**config.mk**
```make
export PLATFORM = sky130hd
export DESIGN_NAME = fetch_stage_flat
export DESIGN_NICKNAME = d
export VERILOG_FILES = /design/src/rtl/fetch_stage_if.sv /design/src/rtl/fetch_stage.sv /design/src/flat_wrapper.sv
export SDC_FILE = /design/constraint.sdc
export NUM_CORES = 1
export LEC_CHECK = 0
export CAP_MARGIN = 10
export CORE_ASPECT_RATIO = 0.8
export CORE_UTILIZATION = 47
export DETAILED_ROUTE_END_ITERATION = 12
export PLACE_DENSITY = 0.89
export SYNTH_ARGS = -nofsm -noshare
export SYNTH_HDL_FRONTEND = slang
export SYNTH_SLANG_ARGS = --single-unit
```
**constraint.sdc**
```tcl
create_clock -name clk -period 2.3 [get_ports clk]
set_input_delay 0.23 -clock clk [delete_from_list [all_inputs] [get_ports clk]]
set_output_delay 0.23 -clock clk [all_outputs]
set_load 0.02 [all_outputs]
```
**src/rtl/fetch_stage_if.sv**
```systemverilog
// rtl/fetch_stage_if.sv - instruction-memory request/ack bus between fetch_stage and imem
interface fetch_stage_if;
  logic        imem_req;
  logic [29:0] imem_addr;
  logic        imem_ack;
  logic [31:0] imem_rdata;

  modport master (output imem_req, output imem_addr, input imem_ack, input imem_rdata);
  modport slave  (input imem_req, input imem_addr, output imem_ack, output imem_rdata);
endinterface

```
**src/rtl/fetch_stage.sv**
```systemverilog
// rtl/fetch_stage.sv - MIPS IF stage: PC, variable-latency imem fetch, IF/RD register
// FETCH_DELAY_SLOT_EN defined: architectural delay slot; undefined: flush on redirect
module fetch_stage #(
  parameter logic [29:0] RESET_PC = 30'h0000000,
  parameter logic [31:0] NOP_INS  = 32'h00000000
) (
  input  logic                 clk,
  input  logic                 rst_n,
  input  logic                 stall,
  input  logic                 redirect,
  input  logic [29:0]          redirect_pc,
  fetch_stage_if.master        imem,
  output logic [31:0]          ins,
  output logic [29:0]          pc4,
  output logic                 ins_valid
);

  typedef enum logic [1:0] {
    S_REQ  = 2'd0,
    S_HOLD = 2'd1,
    S_DROP = 2'd2
  } state_e;

  state_e      state_q, state_d;
  logic [29:0] pc_q, pc_d;
  logic [29:0] pend_pc_q, pend_pc_d;
  logic        pend_v_q, pend_v_d;
  logic [31:0] hold_ins_q, hold_ins_d;
  logic [31:0] ins_q, ins_d;
  logic [29:0] pc4_q, pc4_d;
  logic        ins_valid_q, ins_valid_d;

  logic [29:0] pc_plus1;
  logic [29:0] npc;
  logic        load;
  logic        bubble;
  logic [31:0] load_word;

  assign pc_plus1 = pc_q + 30'd1;

  always_comb begin
    state_d     = state_q;
    pc_d        = pc_q;
    pend_pc_d   = pend_pc_q;
    pend_v_d    = pend_v_q;
    hold_ins_d  = hold_ins_q;
    ins_d       = ins_q;
    pc4_d       = pc4_q;
    ins_valid_d = ins_valid_q;
    npc         = pend_v_q ? pend_pc_q : pc_plus1;
    load        = 1'b0;
    bubble      = !stall;
    load_word   = imem.imem_rdata;

`ifdef FETCH_DELAY_SLOT_EN
    // A fresh redirect is the newest target, so it also wins over any older pend_pc.
    if (redirect) begin
      pend_pc_d = redirect_pc;
      pend_v_d  = 1'b1;
      npc       = redirect_pc;
    end
    case (state_q)
      S_HOLD: begin
        if (!stall) begin
          load      = 1'b1;
          load_word = hold_ins_q;
          pc_d      = npc;
          pend_v_d  = 1'b0;
          state_d   = S_REQ;
        end
      end
      default: begin
        if (imem.imem_ack) begin
          if (!stall) begin
            load     = 1'b1;
            pc_d     = npc;
            pend_v_d = 1'b0;
          end else begin
            hold_ins_d = imem.imem_rdata;
            state_d    = S_HOLD;
          end
        end
      end
    endcase
`else
    if (redirect) begin
      bubble = 1'b1;
      case (state_q)
        S_REQ: begin
          if (imem.imem_ack) begin
            pc_d     = redirect_pc;
            pend_v_d = 1'b0;
          end else begin
            // The outstanding request cannot be withdrawn; wait for its ack in DROP.
            pend_pc_d = redirect_pc;
            pend_v_d  = 1'b1;
            state_d   = S_DROP;
          end
        end
        S_HOLD: begin
          pc_d     = redirect_pc;
          pend_v_d = 1'b0;
          state_d  = S_REQ;
        end
        default: begin
          pend_pc_d = redirect_pc;
          if (imem.imem_ack) begin
            pc_d     = redirect_pc;
            pend_v_d = 1'b0;
            state_d  = S_REQ;
          end
        end
      endcase
    end else begin
      case (state_q)
        S_REQ: begin
          if (imem.imem_ack) begin
            if (!stall) begin
              load     = 1'b1;
              pc_d     = npc;
              pend_v_d = 1'b0;
            end else begin
              hold_ins_d = imem.imem_rdata;
              state_d    = S_HOLD;
            end
          end
        end
        S_HOLD: begin
          if (!stall) begin
            load      = 1'b1;
            load_word = hold_ins_q;
            pc_d      = npc;
            pend_v_d  = 1'b0;
            state_d   = S_REQ;
          end
        end
        default: begin
          if (imem.imem_ack) begin
            pc_d     = pend_pc_q;
            pend_v_d = 1'b0;
            state_d  = S_REQ;
          end
        end
      endcase
    end
`endif

    if (load) begin
      ins_d       = load_word;
      pc4_d       = pc_plus1;
      ins_valid_d = 1'b1;
    end else if (bubble) begin
      ins_d       = NOP_INS;
      ins_valid_d = 1'b0;
    end
  end

  always_ff @(posedge clk or negedge rst_n) begin
    if (!rst_n) begin
      state_q     <= S_REQ;
      pc_q        <= RESET_PC;
      pend_pc_q   <= 30'd0;
      pend_v_q    <= 1'b0;
      hold_ins_q  <= NOP_INS;
      ins_q       <= NOP_INS;
      pc4_q       <= 30'd0;
      ins_valid_q <= 1'b0;
    end else begin
      state_q     <= state_d;
      pc_q        <= pc_d;
      pend_pc_q   <= pend_pc_d;
      pend_v_q    <= pend_v_d;
      hold_ins_q  <= hold_ins_d;
      ins_q       <= ins_d;
      pc4_q       <= pc4_d;
      ins_valid_q <= ins_valid_d;
    end
  end

  // Gating with rst_n makes the request fall the instant reset asserts.
  assign imem.imem_req  = rst_n && (state_q != S_HOLD);
  assign imem.imem_addr = pc_q;
  assign ins            = ins_q;
  assign pc4            = pc4_q;
  assign ins_valid      = ins_valid_q;

endmodule

```
**src/flat_wrapper.sv**
```systemverilog
// flat-port wrapper written by rule: the top's interface ports become plain ports
module fetch_stage_flat 
#(
  parameter logic [29:0] RESET_PC = 30'h0000000,
  parameter logic [31:0] NOP_INS  = 32'h00000000
)
  (clk, rst_n, stall, redirect, redirect_pc, ins, pc4, ins_valid, imem_imem_req, imem_imem_addr, imem_imem_ack, imem_imem_rdata);
  fetch_stage_if imem_i ();
  input  logic clk;
  input  logic rst_n;
  input  logic stall;
  input  logic redirect;
  input  logic [29:0] redirect_pc;
  output logic [31:0] ins;
  output logic [29:0] pc4;
  output logic ins_valid;
  output wire logic [$bits(imem_i.imem_req)-1:0] imem_imem_req;
  output wire logic [$bits(imem_i.imem_addr)-1:0] imem_imem_addr;
  input wire logic [$bits(imem_i.imem_ack)-1:0] imem_imem_ack;
  input wire logic [$bits(imem_i.imem_rdata)-1:0] imem_imem_rdata;
  assign imem_imem_req = imem_i.imem_req;
  assign imem_imem_addr = imem_i.imem_addr;
  assign imem_i.imem_ack = imem_imem_ack;
  assign imem_i.imem_rdata = imem_imem_rdata;
  fetch_stage #(.RESET_PC(RESET_PC), .NOP_INS(NOP_INS)) u_core (.clk(clk), .rst_n(rst_n), .stall(stall), .redirect(redirect), .redirect_pc(redirect_pc), .imem(imem_i), .ins(ins), .pc4(pc4), .ins_valid(ins_valid));
endmodule
```
==> results.cfg, run 1 <==
[sta]
clock_skew_ps = 6.492
finalMaxSlewViolations = 0
post-route-period-util_pct = 95.89
fmax_mhz = 453.4
fin_tns_setup_ps = 0
finalCriticalPeriod_ps = 2205
maxSlewHeadroom_pct = 40.08
setup_viol = 0
worst_slew_pin_slew_ps = 898.8
whs_ps = -79.47
final-hold-violation-count = 31
rsz0062_at_grt = false

[pwr]
power.total_mw = 9.880
total_leakage_power_nw = 4.234
cellPowerDensity_nw_per_um2 = 939.0
ir_drop_v = 0.0006114

[finish]
nNetsFinal = 1000
area_delta_synth_final_pct = 34.65
n_antenna_cell = 0
drive_above_1_share_pct = 17.57
fill_cells = 1229

[synthesis]
synth-seq-area-share_pct = 50.59
syn_nets = 830
synth_ff_type = dfrtp_1
syn_area_per_cell_um2 = 10.26
syn_area_um2 = 7815
synth_enable_flop_cells = 0
synth_top_area_share_pct = 50.59
yosys.area.top_type = dfrtp_1
synth-seq-cells = 158
syn_inst = 762
ys_warn_count = 0
synth.area.top_cells = dfrtp_1 (51%), mux2_2 (9.1%), mux2i_1 (6.1%)
async_flop_share_pct = 100.0
yosysUniqueCellTypes = 54

[floorplan]
die_area_um2 = 17150
initial_core_util_pct = 48.83
die-width_um = 146.2
die_h_um = 117.3
core_area_um2 = 16010
num_rows = 41
num_io_pins = 161

[worst_setup_path]
cp_data_arrival_time_ps = 2540
worstSetupPathType = reg2reg
reg2reg_to = u_core.pc4[26]
crit_required_ps = 2630
path_max_fanout = 11
ff2ff_setup_slack_ps = 90
cp-end-kind = flop
r2r.worst_path.cells = 6
worstReg2RegStart = u_core.imem.imem_addr[0]
start_kind = flop

[cts]
hold_buffers = 0
cts.sinks = 158
cts_setup_buffers = 0
insertion_delay_ps = 420
cts_tree = yes
path_clk_slew_ps = 60
ctsResizeCount = 0
clockBufferDepth = 2
root_buffer = clkbuf_16
ctsHtreeMaxLevel = 4
numCtsBuffers = 17

[status]
outcome = finished, violations left
violations = hold timing

[global_route]
track_usage_pct = 26.07
grt_pass1_wl_mm = 35.27
antenna_found_initial = 0
grt_max_degree = 159
first_global_vias = 6820
grt-ovfl-total = 0

[drt]
wl_per_cell_um = 18.80
drtAntennaViolNets = 0
routed_wl_mm = 21.81
drtIter0Drc = 449
drc = 0
vias = 6764
dr.pass1.iters = 5
vias_per_cell = 5.831

[place]
hpwl_mm = 15.10
gp_congestion = 0.9152
port_buffers = 160

[job]
cap_viol_max_count = 0

[worst_hold_path]
hold_path_class = in2async
layout by cell type (no fill, tap or decap), types with 7 or more instances in the layout:
cell             count
nor3_1              10
a211oi_1             7
and3_1              13
a21oi_1              9
nand2_1             78
or3_1               12
a2bb2oi_1            8
or4_1                8
dfrtp_1            156
nand4_1             13
a31oi_1             18
nor2_1              58
inv_1                7
clkbuf_16           17
inv_6                7
mux2_2              63
buf_4               48
mux2i_1             48
nor4_1               7
xnor2_1              8
nand3_1             11
o211ai_1             7
clkdlybuf4s50_1    158
o21ai_0             81
sequential cells by signal (all words and copies together), names as in the netlist:
name,flops
u_core.hold_ins_q,32
u_core.ins,32
u_core.imem.imem_addr,30
u_core.pc4,30
u_core.pend_pc_q,30
u_core.state_q,2
u_core.ins_valid,1
u_core.pend_v_q,1
synth_stat cells, types with 9 or more instances:
cell type and number:
mux2_2 63, or3_1 12, nand2_1 78, a21oi_1 9
nand4_1 13, nor2_1 58, clkbuf_1 50, and3_1 13
a31oi_1 18, buf_2 9, nand3_1 11, dfrtp_1 158
or4_1 9, o21ai_0 82, nor4_1 9, nor3_1 10
mux2i_1 48
worst max path at each step:
| stage | from | to | slack [ps] | cells after the start |
|---|---|---|---|---|
| final | u_core.imem.imem_addr[0] | u_core.pc4[26] | 90 | 6 |
| after global routing | u_core.state_q[1] | imem_imem_req | 20 | 3 |
| after CTS | u_core.imem.imem_addr[0] | u_core.imem.imem_addr[22] | 100 | 5 |
| after detailed placement | imem_imem_ack | u_core.pc4[9] | 110 | 6 |
| after global placement | imem_imem_ack | u_core.pc4[7] | 170 | 6 |
| after floorplan | u_core.imem.imem_addr[0] | u_core.imem.imem_addr[22] | 8 | 6 |
cell type report:
cell class,instances,area [um2],area share (%)
multi-input cells,534,3616,34.36
repair buffers,214,2078,19.75
clock buffers,17,425.4,4.043
inverters,7,26.28,0.2497
well taps,215,269.0,2.556
clock inverters,15,151.4,1.439
flip-flops and latches,158,3956,37.60
worst max-delay path, cell delays in order, from the launching register on:
cell	delay, ps
dfrtp_2	360
ha_1	180
nand3_2	80
or4_1	730
buf_4	240
or3_1	330
a31oi_1	190
stage by stage:
| stage | cell area (um2) | setup slack [ps] | util [%] | std cells | hold slack (ps) |
|---|---|---|---|---|---|
| after floorplan | 7818 | 7.865 | - | 762 | -65.59 |
| after global placement | 9946 | 168.7 | 62.14 | 1128 | 461.8 |
| after detailed placement | 9946 | 109.6 | 62.14 | 1128 | 469.0 |
| after CTS | 10520 | 97.96 | 65.74 | 1160 | 24.03 |
| after global routing | 10520 | 15.21 | 65.74 | 1160 | 22.88 |
| final | 10520 | 94.61 | 65.74 | 1160 | -79.47 |
cells by family after synthesis:
group | Yosys count | synth area share, %
compound gates | 172 | 13.91
xor+xnor | 11 | 1.233
fa+ha+maj | 1 | 0.1601
buf+inv | 70 | 3.506
flops | 158 | 50.59
mux | 111 | 15.23
simple gates | 239 | 15.37
per-layer routing:
layer	part of all wire [%]	vias to the layer above	routed length [um]	track usage (%)
met4	1.6	0	352	8.984
met3	9.9	32	2154	7.588
met1	42	3299	9176	35.50
met5	0	-	0	0
li1	-	3117	-	-
met2	46	316	10130	39.67
power breakdown:
group / total, mW / internal (mW) / switching (mW)
sequential: 3.93 / 3.43 / 0.507
combinational: 3.18 / 1.54 / 1.64
clock: 2.77 / 1.53 / 1.24
(Power assumes the default switching activity.)
==> run 2: changes to the inputs <==
Settings changed: CORE_MARGIN set to 4.
==> run 2 against run 1 <==
Effect of this change:
- the run still ends with hold timing left
- clock power hardly changed
- sequential share of layout area is 0.072 points higher
- die area is 9.4% higher
- fmax is 3.7% higher
- combinational power hardly changed
- critical path depth is 1 lower
- core utilization is 0.33 points lower
- register-to-register slack better by 80 ps
- sequential cell count stayed put
- count of clock-buffer cells in the layout stayed put
- first-iteration DRC count is 30% higher
==> results.cfg, run 2 (synthesis results as in run 1) <==
[global_route]
grt-ovfl-total = 0
grt_pass1_wl_mm = 34.91
grt_max_degree = 159
track_usage_pct = 23.27
antenna_found_initial = 0
first_global_vias = 6700

[drt]
drtAntennaViolNets = 0
wl_per_cell_um = 19.11
dr.pass1.iters = 7
vias = 6741
drc = 0
routed_wl_mm = 22.05
vias_per_cell = 5.841
drtIter0Drc = 583

[pwr]
ir_drop_v = 0.0005867
comb_power_share_pct = 32.1
power.switching_mw = 3.385
swShare_pct = 34.34
cellPowerDensity_nw_per_um2 = 938.7
internal_power_mw = 6.474
power.total_mw = 9.859
clockPowerShare_pct = 28.1
power_frac_seq_pct = 39.8
total_leakage_power_nw = 4.221

[floorplan]
die-width_um = 152.2
die_h_um = 123.3
core_area_um2 = 16060
num_rows = 41
num_io_pins = 161
die_area_um2 = 18770
initial_core_util_pct = 48.67

[finish]
n_antenna_cell = 0
drive_above_1_share_pct = 17.15
final_common_cell = clkdlybuf4s50_1
nNetsFinal = 994
final_cell_mix = clkdlybuf4s50_1 (158), dfrtp_1 (156), o21ai_0 (81), nand2_1 (78), mux2_2 (63)
area_delta_synth_final_pct = 34.39

[sta]
clock_skew_ps = 11.27
setup_viol = 0
finalMaxSlewViolations = 0
maxSlewHeadroom_pct = 43.77
fin_tns_setup_ps = 0
finalCriticalPeriod_ps = 2126
rsz0062_at_grt = false
post-route-period-util_pct = 92.44
fmax_mhz = 470.4
whs_ps = -30.93
worst_slew_pin_slew_ps = 843.4
final-hold-violation-count = 8

[cts]
root_buffer = clkbuf_16
cts_setup_buffers = 0
insertion_delay_ps = 430
numCtsBuffers = 17
path_clk_slew_ps = 70
cts.sinks = 158
hold_buffers = 0
ctsHtreeMaxLevel = 4
clockBufferDepth = 2
cts_tree = yes
ctsResizeCount = 0

[worst_setup_path]
path_max_fanout = 10
cp-end-kind = flop
worstSetupPathType = reg2reg
cp_data_arrival_time_ps = 2450
crit_required_ps = 2620
start_kind = flop

[status]
outcome = finished, violations left
violations = hold timing

[worst_hold_path]
hold_path_class = in2async

[place]
gp_congestion = 0.8576
port_buffers = 160
hpwl_mm = 15.33

[job]
cap_viol_max_count = 0
## run 2: cell types whose count changed in the layout (fill, tap and decap cells not counted)
cell / previous run / this run
buf_12: 6 / 8
buf_4: 48 / 40
clkinv_2: 0 / 1
clkinv_4: 3 / 4
clkinvlp_4: 3 / 1
inv_6: 7 / 8
inv_8: 1 / 0
or4_1: 8 / 7
or4_4: 0 / 1
## run 2: through the flow
stage | cell area [um2] | setup slack (ps) | instances | hold slack, ps | util, %
2_1_floorplan | 7818 | 7.865 | 762 | -65.59 | -
3_3_place_gp | 9926 | 153.9 | 1122 | 462.7 | 61.82
3_5_place_dp | 9926 | 68.07 | 1122 | 471.8 | 61.82
4_1_cts | 10500 | 64.07 | 1154 | 21.90 | 65.39
5_1_grt | 10500 | 87.17 | 1154 | 32.58 | 65.41
6_report | 10500 | 174.0 | 1154 | -30.93 | 65.41
## run 2: power groups by stage
stage | clock network [mW] | registers, mW | logic, mW
final | 2.77 | 3.92 | 3.17
after global routing | 2.93 | 4.00 | 3.39
after CTS | 2.80 | 3.91 | 3.17
after detailed placement | 0 | 3.95 | 3.16
after global placement | 0 | 3.91 | 3.07
after floorplan | 0 | 4.30 | 1.23
## run 2: critical path, stage by stage, from the launching register on
cell	delay, ps
dfrtp_2	370
ha_1	220
nand3_2	120
or4_4	640
or4_1	540
o311a_1	130
## run 2: area by class of cell
class / instances / area (um2)
clock buffers: 17 / 425.4
repair buffers: 208 / 2058
multi-input cells: 534 / 3620
inverters: 7 / 26.28
well taps: 215 / 269.0
fillers: 1225 / 5554
clock inverters: 15 / 147.6
flip-flops and latches: 158 / 3956
## run 2: layer usage
metal	routed length (um)	track usage [%]	up-vias	part of all wire, %
met5	0	0	-	0
met3	2140	8.048	44	9.7
met1	9169	30.17	3284	42
li1	-	-	3109	-
met4	524	8.928	0	2.4
met2	10220	36.43	304	46
## run 2: path summary, 6_finish.rpt
| path | slack, ps | start | end | cells past startpoint |
|---|---|---|---|---|
| max in group asynchronous | 1700 | rst_n | u_core.imem.imem_addr[0] | 2 |
| setup / recovery | 170 | u_core.imem.imem_addr[1] | u_core.imem.imem_addr[22] | 5 |
| hold reg to reg | 480 | u_core.ins[12] | u_core.ins[12] | 2 |
| min in group clk | 160 | redirect | u_core.imem.imem_addr[16] | 2 |
| hold / removal | -30 | rst_n | u_core.pc4[26] | 2 |
| setup reg to reg | 170 | u_core.imem.imem_addr[1] | u_core.imem.imem_addr[22] | 5 |
